### config.mk
export PLATFORM = sky130hd
export DESIGN_NAME = pc_if_queue
export DESIGN_NICKNAME = d
export VERILOG_FILES = /design/src/rtl/pc_if_queue.sv
export SDC_FILE = /design/constraint.sdc
export NUM_CORES = 1
export LEC_CHECK = 0
export ABC_CLOCK_PERIOD_IN_PS = 2370
export CAP_MARGIN = 20
export CELL_PAD_IN_SITES_DETAIL_PLACEMENT = 0
export CELL_PAD_IN_SITES_GLOBAL_PLACEMENT = 1
export CORE_ASPECT_RATIO = 2
export CORE_MARGIN = 1.5
export CORE_UTILIZATION = 40
export DETAILED_ROUTE_END_ITERATION = 8
export PLACE_DENSITY_LB_ADDON = 0.1
export SLEW_MARGIN = 15
export SYNTH_ARGS = -nofsm -noshare
export SYNTH_HDL_FRONTEND = slang
export SYNTH_SLANG_ARGS = --single-unit
### constraint.sdc
create_clock -name clk -period 2.37 [get_ports clk]
set_clock_uncertainty 0.05 [all_clocks]
set_input_delay 0.237 -clock clk [delete_from_list [all_inputs] [get_ports clk]]
set_output_delay 0.237 -clock clk [all_outputs]
set_load 0.005 [all_outputs]
### src/rtl/pc_if_queue.sv
// pc_if_queue
//   In-order circular queue that carries fetch packets {pc, is_branch_taken,
//   pht_index} from the PC stage to the IF stage. It lets the PC stage keep
//   running through short IF stalls until DEPTH packets are buffered.
//
// Ports
//   clk, rst                      clock, asynchronous active-high reset
//   flush                         drop every buffered packet this cycle
//   stall_current_stage           PC stage offers no packet this cycle
//   stall_next_stage              IF stage will not take the head this cycle
//   is_branch_taken_in, pht_index_in, pc_in   offered packet
//   valid_out, is_branch_taken_out, pht_index_out, pc_out   head packet
//   full, count                   occupancy, decoded from registered state only
//   overflow                      sticky: a packet was offered and dropped while full
module pc_if_queue #(
  parameter int ADDR_WIDTH = 32,
  parameter int GHR_WIDTH  = 8,
  parameter int DEPTH      = 4,
  parameter logic [ADDR_WIDTH-1:0] INVALID_PC = '0
) (
  input  logic                       clk,
  input  logic                       rst,
  input  logic                       flush,
  input  logic                       stall_current_stage,
  input  logic                       stall_next_stage,
  input  logic                       is_branch_taken_in,
  input  logic [GHR_WIDTH-1:0]       pht_index_in,
  input  logic [ADDR_WIDTH-1:0]      pc_in,
  output logic                       valid_out,
  output logic                       is_branch_taken_out,
  output logic [GHR_WIDTH-1:0]       pht_index_out,
  output logic [ADDR_WIDTH-1:0]      pc_out,
  output logic                       full,
  output logic [$clog2(DEPTH):0]     count,
  output logic                       overflow
);

  localparam int PW = $clog2(DEPTH);
  localparam int CW = PW + 1;
  localparam int EW = 1 + GHR_WIDTH + ADDR_WIDTH;
  localparam logic [CW-1:0] DEPTH_C = CW'(DEPTH);

  logic [EW-1:0] mem [DEPTH];
  logic [PW-1:0] wr_ptr;
  logic [PW-1:0] rd_ptr;
  logic [CW-1:0] count_q;
  logic          overflow_q;

  logic empty;
  logic is_full;
  logic pop;
  logic push_req;
  logic push;

  assign empty    = (count_q == '0);
  assign is_full  = (count_q == DEPTH_C);
  assign pop      = !stall_next_stage && !empty;
  assign push_req = !stall_current_stage;
  // A full queue still accepts a packet when the head leaves in the same cycle.
  assign push     = push_req && (!is_full || pop);

  always_ff @(posedge clk or posedge rst) begin
    if (rst) begin
      wr_ptr     <= '0;
      rd_ptr     <= '0;
      count_q    <= '0;
      overflow_q <= 1'b0;
    end else if (flush) begin
      wr_ptr     <= '0;
      rd_ptr     <= '0;
      count_q    <= '0;
      overflow_q <= 1'b0;
    end else begin
      if (push) wr_ptr <= wr_ptr + 1'b1;
      if (pop)  rd_ptr <= rd_ptr + 1'b1;
      if (push && !pop)      count_q <= count_q + 1'b1;
      else if (pop && !push) count_q <= count_q - 1'b1;
      if (push_req && is_full && !pop) overflow_q <= 1'b1;
    end
  end

  // Storage is not reset; stale entries are never visible because the
  // outputs are masked whenever count is zero.
  always_ff @(posedge clk) begin
    if (push && !flush) mem[wr_ptr] <= {is_branch_taken_in, pht_index_in, pc_in};
  end

  logic [EW-1:0] head;
  assign head = mem[rd_ptr];

  always_comb begin
    valid_out           = !empty;
    is_branch_taken_out = 1'b0;
    pht_index_out       = '0;
    pc_out              = INVALID_PC;
    if (!empty) begin
      is_branch_taken_out = head[EW-1];
      pht_index_out       = head[ADDR_WIDTH +: GHR_WIDTH];
      pc_out              = head[ADDR_WIDTH-1:0];
    end
  end

  assign full     = is_full;
  assign count    = count_q;
  assign overflow = overflow_q;

endmodule

==> impl_metrics.ini <==
[setup_path]
worstPathRequired_ns = 2.08
path_max_fanout = 7
ff2ff_path_depth = 7
r2r_slack_ns = 0.17
cp_common_cell = buf_12
start_kind = flip-flop
path_cells = buf_12 -> buf_12 -> buf_4 -> mux4_2 -> and2_4 -> buf_6
worstSetupPathType = reg -> out
cp-end-kind = output pin
cp.arrival_ns = 2.05
crit_slowest_cell = dfrtp_4
critical-path-top-delay-family = flip-flops
path_buf_inv = 4
crit_path_max_incr_delay_ns = 0.53
r2r-start = count[1]$_DFFE_PP0P_
rr_endpoint = count[2]$_DFFE_PP0P_

[pwr]
power.density_nw_per_um2 = 1020
fin_total_pwr_mw = 9.29
p_seq_share_pct = 38.4
p_switching_mw = 2.34
p_sw_share_pct = 25.1
ir_drop_v = 0.000568
clkPwrFrac_pct = 31.8
p_int_mw = 6.96
p_comb_share_pct = 29.8
p_leak_nw = 3.11

[global_route]
first_global_vias = 3837
grt_max_degree = 34
track_usage_pct = 16.6
grt_pass1_wl_mm = 21.4
antenna_found_initial = 0
grt_overflow = 0

[synthesis]
syn-num-nets = 380
syn_area_um2 = 6850
ys_seq_area_share_pct = 74.8
postSynthAreaPerCell_um2 = 20.8
yosys_warnings = 0
synthCells = 329
ys_ff_latch = 172
synth_cell_types = 34

[hold_path]
hp-class = in -> async

[clock_tree]
cts_buffer_depth = 2
cts_num_sinks = 172
cts_hold_buf = 0
insertion_delay_ns = 0.42
cts_tree = yes
cts-root-buf = clkbuf_16
clk_pin_slew_worst_paths_ns = 0.07
cts_buffers = 17
htreeDepth = 4

[placed_design]
place_area_um2 = 8220
portBuffers = 92
hpwl_mm = 8.15
dpl.cell_count = 632
place_congestion = 0.720

[timing]
rsz0062_at_grt = true
worst_pin_slew_ns = 0.478
setup_violations = 0
setup-tns-final_ns = 0
fin_crit_sh_pct = 98.7
slew_viol_final = 0
fin_crit_ns = 2.34
relSlewSlack_pct = 67.9
max_freq_mhz = 427
finalHoldViolations = 0

[die]
row_count = 67
dieArea_um2 = 18000
start_util_pct = 40.9
die_w_um = 95.5
num_io_pins = 93
die_h_um = 188
core_area_um2 = 16800

[routing]
drt-initial-drc-count = 151
avgRoutedWirePerCell_um = 20.1
drc = 0
via_count = 3493
post_drt_via_cell_ratio = 5.11
routed_wl_mm = 13.7
drt.antenna.violating_nets = 0
first_pass_iters = 4

[outcome]
status = completed

[layout]
nets = 515
area_delta_synth_final_pct = 32.7
final_cells = 683
fin_area_um2 = 9090
drive_gt1_share_pct = 37.6
n_antenna_cell = 0

[flow_run]
maxCapViolCount = 0
## registers in the layout, summed over array words and instances, names as in the netlist
| name | cells |
|---|---|
| count | 3 |
| mem | 164 |
| wr_ptr | 2 |
| overflow | 1 |
| rd_ptr | 2 |
## worst register-to-register path, cell delays in order (launching register included)
cell	delay, ns
dfrtp_2	0.45
or2_2	0.32
a21oi_1	0.15
nor2_1	0.07
fa_2	0.37
or3b_2	0.46
o211ai_1	0.11
a31oi_1	0.11
## synthesized netlist by cell type, drive strengths merged
master    n  share of area (%)
edfxtp  164                 72
and2     46                4.2
mux4     41                 14
buf      11                1.4
nor2     10               0.55
dfrtp     8                2.9
inv       8               0.44
clkbuf    7               0.38
ha        4               0.73
a21oi     3               0.22
mux2      3               0.49
a31oi     2               0.18
nand2     2               0.11
nand2b    2               0.18
o21ai     2               0.15
or3       2               0.18
a311oi    1               0.13
a41oi     1               0.13
fa        1               0.29
mux2i     1               0.15
nor2b     1              0.091
nor3      1               0.15
o211ai    1               0.11
o21bai    1               0.11
o221a     1               0.16
o31ai     1               0.11
or2       1              0.091
or3b      1               0.13
or4       1               0.11
xnor2     1               0.13
## what timing repair did
item                       CTS  global route
pin swaps                   10             0
cloned                       3             0
gates resized for setup    152            31
setup buffers               20             0
setup endpoints to repair   42            31
## power by group through the flow
stage	clock network, mW	logic (mW)	registers (mW)
3_3_place_gp	0	2.43	3.61
4_1_cts	3.01	2.80	3.56
2_1_floorplan	0	1.18	3.59
5_1_grt	3.13	3.02	3.58
6_report	2.95	2.77	3.57
3_5_place_dp	0	2.44	3.62
## layout make-up
type	instances	area (um2)
well taps	207	259
multi-input cells	131	1610
clock buffers	17	425
inverters	8	30.0
repair buffers	134	1440
fillers	1374	7670
clock inverters	14	204
flip-flops and latches	172	5130
## per-layer routing
metal  vias to the layer above  GRT usage (%)  share of wire [%]
li1                       1577              -                  -
met4                         0           6.11                1.1
met1                      1819           19.4                 39
met5                         -              0                  0
met3                         8           3.49                3.8
met2                        89           29.4                 56
## cells in the final DEF (no fill, tap or decap), drive strengths merged, types with 2 or more instances in the layout
cell type,n
a31oi,2
inv,15
dfrtp,8
clkdlybuf4s15,16
bufinv,4
a21oi,3
mux4,41
ha,4
nor2,10
or3,2
clkdlybuf4s50,51
nand2b,2
edfxtp,164
clkinvlp,3
and2,46
o21ai,2
clkbuf,23
nand2,2
buf,60
mux2,3
## stage by stage
stage	worst slack, ns	utilization [%]	hold slack, ns
finish	0.0297	54.2	0.0370
detailed placement	0.129	49.0	0.468
CTS	-0.0943	54.3	0.0312
global route	-0.0229	54.2	0.0801
global placement	0.137	49.0	0.468
floorplan	0.256	-	0.00266
## worst max-delay path by stage
stage | from | end | slack [ns] | cells past startpoint
floorplan | count[1]$_DFFE_PP0P_ | count[2]$_DFFE_PP0P_ | 0.26 | 7
global placement | count[1]$_DFFE_PP0P_ | pht_index_out[6] | 0.14 | 5
detailed placement | stall_next_stage | count[2]$_DFFE_PP0P_ | 0.13 | 7
CTS | rd_ptr[0]$_DFFE_PP0P_ | pht_index_out[5] | -0.09 | 6
global route | rd_ptr[0]$_DFFE_PP0P_ | pc_out[12] | -0.02 | 5
finish | rd_ptr[0]$_DFFE_PP0P_ | pc_out[20] | 0.03 | 6
## cells by family (layout without fill, tap and decap cells)
kind of cell,after synthesis,in the layout,share of synthesized area (%)
and+or+nand+nor,67,67,5.79
muxes,45,45,14.7
DFF,172,172,74.8
AOI/OAI and AO/OA,13,13,1.30
xor gates and xnor gates,1,1,0.128
buffers and inverters,26,173,2.21
adders and majority gates,5,5,1.02
(Power assumes the default switching activity.)
